`config.mk`:
```
export PLATFORM = sky130hd
export DESIGN_NAME = train_control_es
export DESIGN_NICKNAME = d
export VERILOG_FILES = /design/src/rtl/train_control_es.sv
export SDC_FILE = /design/constraint.sdc
export NUM_CORES = 1
export LEC_CHECK = 0
export CAP_MARGIN = 30
export CORE_ASPECT_RATIO = 1.4
export CORE_MARGIN = 4
export CORE_UTILIZATION = 51
export DETAILED_ROUTE_END_ITERATION = 7
export HOLD_SLACK_MARGIN = 0.12
export PLACE_DENSITY = 0.85
export SLEW_MARGIN = 40
export SYNTH_ARGS = -nofsm -noshare
export SYNTH_HDL_FRONTEND = slang
export SYNTH_SLANG_ARGS = --single-unit
```
`constraint.sdc`:
```
create_clock -name clk -period 5 [get_ports clk]
set_input_delay 0.5 -clock clk [delete_from_list [all_inputs] [get_ports clk]]
set_output_delay 0.5 -clock clk [all_outputs]
set_load 0.02 [all_outputs]
```
`src/rtl/train_control_es.sv`:
```
// Epoch sequencer: train/validate phases, tracks best validation error, pulses SAVE on improvement, early-stops on patience.
// Strobes take effect at the next edge; SAVE is combinational in the single EVAL cycle; no backpressure, stray strobes are dropped.
module train_control_es #(
  parameter int BITS     = 16,
  parameter int ERR_BITS = 16,
  parameter int PAT_BITS = 4
) (
  input  logic                     clk,
  input  logic                     rst,
  input  logic [BITS-1:0]          TRAIN,
  input  logic [BITS-1:0]          VALID,
  input  logic [BITS-1:0]          EPOCH,
  input  logic [PAT_BITS-1:0]      PATIENCE,
  input  logic [ERR_BITS-1:0]      Error,
  input  logic                     S_Train,
  input  logic                     S_Error,
  input  logic                     Start,
  input  logic                     Abort,
  output logic                     TR,
  output logic                     VL,
  output logic                     SAVE,
  output logic                     END,
  output logic                     EARLY,
  output logic [BITS-1:0]          EPOCH_CNT,
  output logic [ERR_BITS+BITS-1:0] BEST_ERR
);
  localparam int AW = ERR_BITS + BITS;
  localparam logic [BITS-1:0] ONE = BITS'(1);

  typedef enum logic [2:0] {ST_IDLE, ST_TRAIN, ST_VALID, ST_EVAL, ST_DONE} state_t;

  state_t              state, state_n;
  logic [BITS-1:0]     train_sh, valid_sh, epoch_sh, cnt;
  logic [PAT_BITS-1:0] pat_sh, stall, stall_n;
  logic [AW-1:0]       acc;
  logic                best_valid, early, improved, last_epoch, pat_stop;

  always_comb begin
    improved   = !best_valid || (acc < BEST_ERR);
    stall_n    = improved ? '0 : ((stall == {PAT_BITS{1'b1}}) ? stall : stall + 1'b1);
    last_epoch = (EPOCH_CNT + ONE) == epoch_sh;
    pat_stop   = (pat_sh != '0) && (stall_n == pat_sh);
    state_n    = state;
    SAVE       = 1'b0;
    case (state)
      ST_IDLE, ST_DONE: begin
        // Config comes straight from the ports here; shadows load on this same edge.
        if (Start) begin
          if (EPOCH == '0)      state_n = ST_DONE;
          else if (TRAIN == '0) state_n = ST_VALID;
          else                  state_n = ST_TRAIN;
        end
      end
      ST_TRAIN: begin
        if (Abort) state_n = ST_DONE;
        else if (S_Train && cnt == train_sh - ONE)
          state_n = (valid_sh == '0) ? ST_EVAL : ST_VALID;
      end
      ST_VALID: begin
        if (Abort) state_n = ST_DONE;
        else if (S_Error && cnt == valid_sh - ONE) state_n = ST_EVAL;
      end
      ST_EVAL: begin
        if (Abort) state_n = ST_DONE;
        else begin
          SAVE = improved;
          if (last_epoch || pat_stop) state_n = ST_DONE;
          else state_n = (train_sh == '0) ? ST_VALID : ST_TRAIN;
        end
      end
      default: state_n = ST_IDLE;
    endcase
  end

  always_ff @(posedge clk or posedge rst) begin
    if (rst) state <= ST_IDLE;
    else     state <= state_n;
  end

  always_ff @(posedge clk or posedge rst) begin
    if (rst) begin
      train_sh   <= '0;
      valid_sh   <= '0;
      epoch_sh   <= '0;
      pat_sh     <= '0;
      cnt        <= '0;
      acc        <= '0;
      stall      <= '0;
      EPOCH_CNT  <= '0;
      BEST_ERR   <= '1;
      best_valid <= 1'b0;
      early      <= 1'b0;
    end else begin
      case (state)
        ST_IDLE, ST_DONE: begin
          if (Start) begin
            train_sh   <= TRAIN;
            valid_sh   <= VALID;
            epoch_sh   <= EPOCH;
            pat_sh     <= PATIENCE;
            cnt        <= '0;
            acc        <= '0;
            stall      <= '0;
            EPOCH_CNT  <= '0;
            BEST_ERR   <= '1;
            best_valid <= 1'b0;
            early      <= 1'b0;
          end
        end
        ST_TRAIN: begin
          if (!Abort && S_Train) cnt <= (state_n != ST_TRAIN) ? '0 : cnt + ONE;
        end
        ST_VALID: begin
          if (!Abort && S_Error) begin
            acc <= acc + AW'(Error);
            cnt <= (state_n == ST_EVAL) ? '0 : cnt + ONE;
          end
        end
        ST_EVAL: begin
          // An abort here discards the epoch entirely: no count, no best update.
          if (!Abort) begin
            if (improved) begin
              BEST_ERR   <= acc;
              best_valid <= 1'b1;
            end
            stall     <= stall_n;
            EPOCH_CNT <= EPOCH_CNT + ONE;
            acc       <= '0;
            cnt       <= '0;
            early     <= !last_epoch && pat_stop;
          end
        end
        default: ;
      endcase
    end
  end

  assign TR    = (state == ST_TRAIN);
  assign VL    = (state == ST_VALID);
  assign END   = (state == ST_DONE);
  assign EARLY = early;

endmodule

```
==> impl_metrics.toml <==
[place]
hpwl_um = 19900
dp_cells = 1512
io_buffers = 126
place_congestion = 0.897

[synthesis]
ys_warn_count = 0
ys_types = 82
synth_adder_area_share_pct = 6.80
synth_top_family_by_area = "simple AND/OR/NAND/NOR gates"
ys_ff_latch = 157
seq_area_frac_synth_pct = 39.5
muxShareOfSynthArea_pct = 0.597
synthFlopType = "dfrtp_1"
yosys.area_share.simple_pct = 24.2
synthDominantAreaCellType = "dfrtp_1"
synthTopCellsByArea = "dfrtp_1 31%, dfstp_2 8.4%, nand2_1 8.4%"
syn_area_per_cell_um2 = 8.51
syn_nets = 1310
syn_area_um2 = 10100
synth_xor_area_share_pct = 8.45
synth_edf_count = 0
synth_compound_area_share_pct = 16.1
synthArstFlopShare_pct = 100
synth_cells = 1182
synth_top_area_share_pct = 31.1

[detailed_routing]
wl_um = 27200
wl_met1_um = 10200
highest_layer = "met4"
drc = 0
drt_iter0_markers = 753
via_per_inst = 5.94
wl_per_cell_um = 17.6
route.vias.total = 9167
drt-pass1-iter-count = 6
ant_nets = 0
met3_length_um = 1280
met2_length_um = 14400

[floorplan]
core_area_um2 = 19300
initial_core_util_pct = 52.1
io_pins = 127
die_y_um = 174
die_x_um = 127
die_area_um2 = 22100
row_count = 60

[clocking]
cts_made_buffers = 17
clock_sinks = 157
cts-htree-levels = 4
post_cts_buffers = 0
clockBufferDepth = 2
root_buffer = "clkbuf_16"
cts_resized = 0
cts_tree = "yes"
cts_hold_buffers = 0
clk_pin_slew_worst_paths_ns = 0.07
clock_latency_ns = 0.43

[layout]
antennaDiodeCount = 0
finalNonFillerCells = 1544
final_common_cell = "nand2_1"
mostFrequentLayoutCells = "224 x nand2_1, 126 x clkdlybuf4s50_1, 125 x dfrtp_1"
area_delta_synth_final_pct = 20.4
layout-drive-gt1-share_pct = 8.18
fin_nets = 1411

[critical_path]
path_class = "flip-flop to output pin"
required_ns = 4.50
arrival_ns = 3.79
path_buf_inv = 2
worstRegToRegCells = 11
crit_fanout = 7
max_stage_delay_ns = 0.61
critPathSlowestCell = "clkdlybuf4s50_1"
start_kind = "flip-flop"
path_cells = "inv_1 > ha_1 > a21oi_1 > o21ai_0 > a2111oi_0 > o21ai_0 > a21o_1 > a21oi_1 > o31a_2 > nor2b_1 > clkdlybuf4s50_1"
rrSetupSlack_ns = 1.44
cp.depth = 11
endpoint_kind = "output pin"
path_delay_family = "compound AO/OA/AOI/OAI gates"

[run]
cap_violations = 0

[sta]
timing.final.crit_share_pct = 85.8
max_freq_mhz = 233
slew_violations = 0
skew_ns = 0.00768
finalCriticalPeriod_ns = 4.29
final_hold_viol_count = 0
tightest_slew_ns = 0.725
rsz0062_at_grt = "no"
setup_tns_ns = 0
slew_headroom_pct = 51.2
finalSetupViolCount = 0

[pwr]
p_seq_share_pct = 40.7
clkPwrFrac_pct = 34.0
power.density_nw_per_um2 = 335
swShare_pct = 32.7
p_leak_uw = 0.00560
peakVddDrop_mv = 0.260
p_sw_uw = 1320
internal-power_uw = 2730
power_frac_comb_pct = 25.2

[global_routing]
track_usage_pct = 24.7
antenna_found_initial = 0
grt_max_degree = 87
grt_pass1_wl_um = 44500
grt_overflow = 0
grt_pass1_vias = 9293

[worst_hold_path]
hold_depth = 2
hold_path_class = "flip-flop to flip-flop"

[status]
outcome = "complete, no violations"
flip-flops by register name, summed over array words and instances (netlist names):
name and count:
train_sh 16, best_valid 1, EPOCH_CNT 16, epoch_sh 16, valid_sh 16, EARLY 1
state 3, pat_sh 4, cnt 16, acc 32, BEST_ERR 32, stall 4
path summary, 6_finish.rpt:
check	start	end
worst max-delay path	BEST_ERR[11]	SAVE
worst min-delay path	epoch_sh[14]	epoch_sh[14]
worst max register to register	BEST_ERR[11]	state[0]
worst min register to register	epoch_sh[14]	epoch_sh[14]
max in group asynchronous	rst	BEST_ERR[21]
min in group asynchronous	rst	train_sh[0]
power by group through the flow:
stage	combinational, uW	sequential [uW]	clock [uW]
2_1_floorplan	690	1640	0
3_3_place_gp	975	1660	0
3_5_place_dp	1010	1670	0
4_1_cts	1020	1650	1390
5_1_grt	1140	1680	1450
6_report	1020	1650	1380
Yosys cell counts, types with 6 or more instances:
master,n
nand4_1,20
ha_1,53
o31ai_1,13
buf_2,6
xor2_1,54
nand2b_1,10
a21o_1,19
nor2_1,88
dfstp_2,32
inv_1,58
nand3_1,41
a211oi_1,9
clkbuf_1,43
a31oi_1,10
nor3_1,23
mux2i_1,6
or2_2,6
o21ai_0,97
xnor2_1,43
nand2_1,224
dfrtp_1,125
or3_1,11
nor4_1,17
a21oi_1,49
and3_1,10
layout make-up:
class | count | area (um2)
clock buffer | 21 | 450
inverter | 58 | 225
fill | 1548 | 7190
clock inverter | 11 | 164
sequential | 157 | 3970
tap | 248 | 310
timing repair buffer | 136 | 1340
multi-input combinational | 913 | 5650
logic make-up (layout without fill, tap and decap cells):
logic type / Yosys count / after routing
DFF: 157 / 157
adders and majority gates: 54 / 54
muxes: 6 / 6
xor gates and xnor gates: 97 / 97
and+or+nand+nor: 502 / 502
AOI/OAI and AO/OA: 254 / 254
buffers and inverters: 112 / 226
worst reg2reg max path: stages (launching register included):
cell and delay (ns):
dfstp_2 0.52, inv_1 0.05, ha_1 0.32, a21oi_1 0.14, o21ai_0 0.12, a2111oi_0 0.38
o21ai_0 0.26, a21o_1 0.21, a21oi_1 0.39, o21ai_0 0.18, a211oi_1 0.58, o311ai_0 0.24
stage by stage:
step                      utilization (%)  area [um2]  hold slack, ns  setup slack (ns)  power [uW]
after global placement               59.5       11500           0.483              1.29        2630
final                                62.7       12100           0.501             0.711        4060
after global routing                 62.7       12100           0.536             0.494        4260
after floorplan                         -       10100           0.465             0.318        2330
after detailed placement             59.5       11500           0.483              1.22        2680
after CTS                            62.7       12100           0.506             0.721        4060
layer usage:
layer,track usage [%],up-vias
met5,0,-
met1,27.4,4406
met4,14.0,0
li1,-,4341
met3,4.00,97
met2,44.3,323
Note: power is estimated with default switching activity, not from simulation.
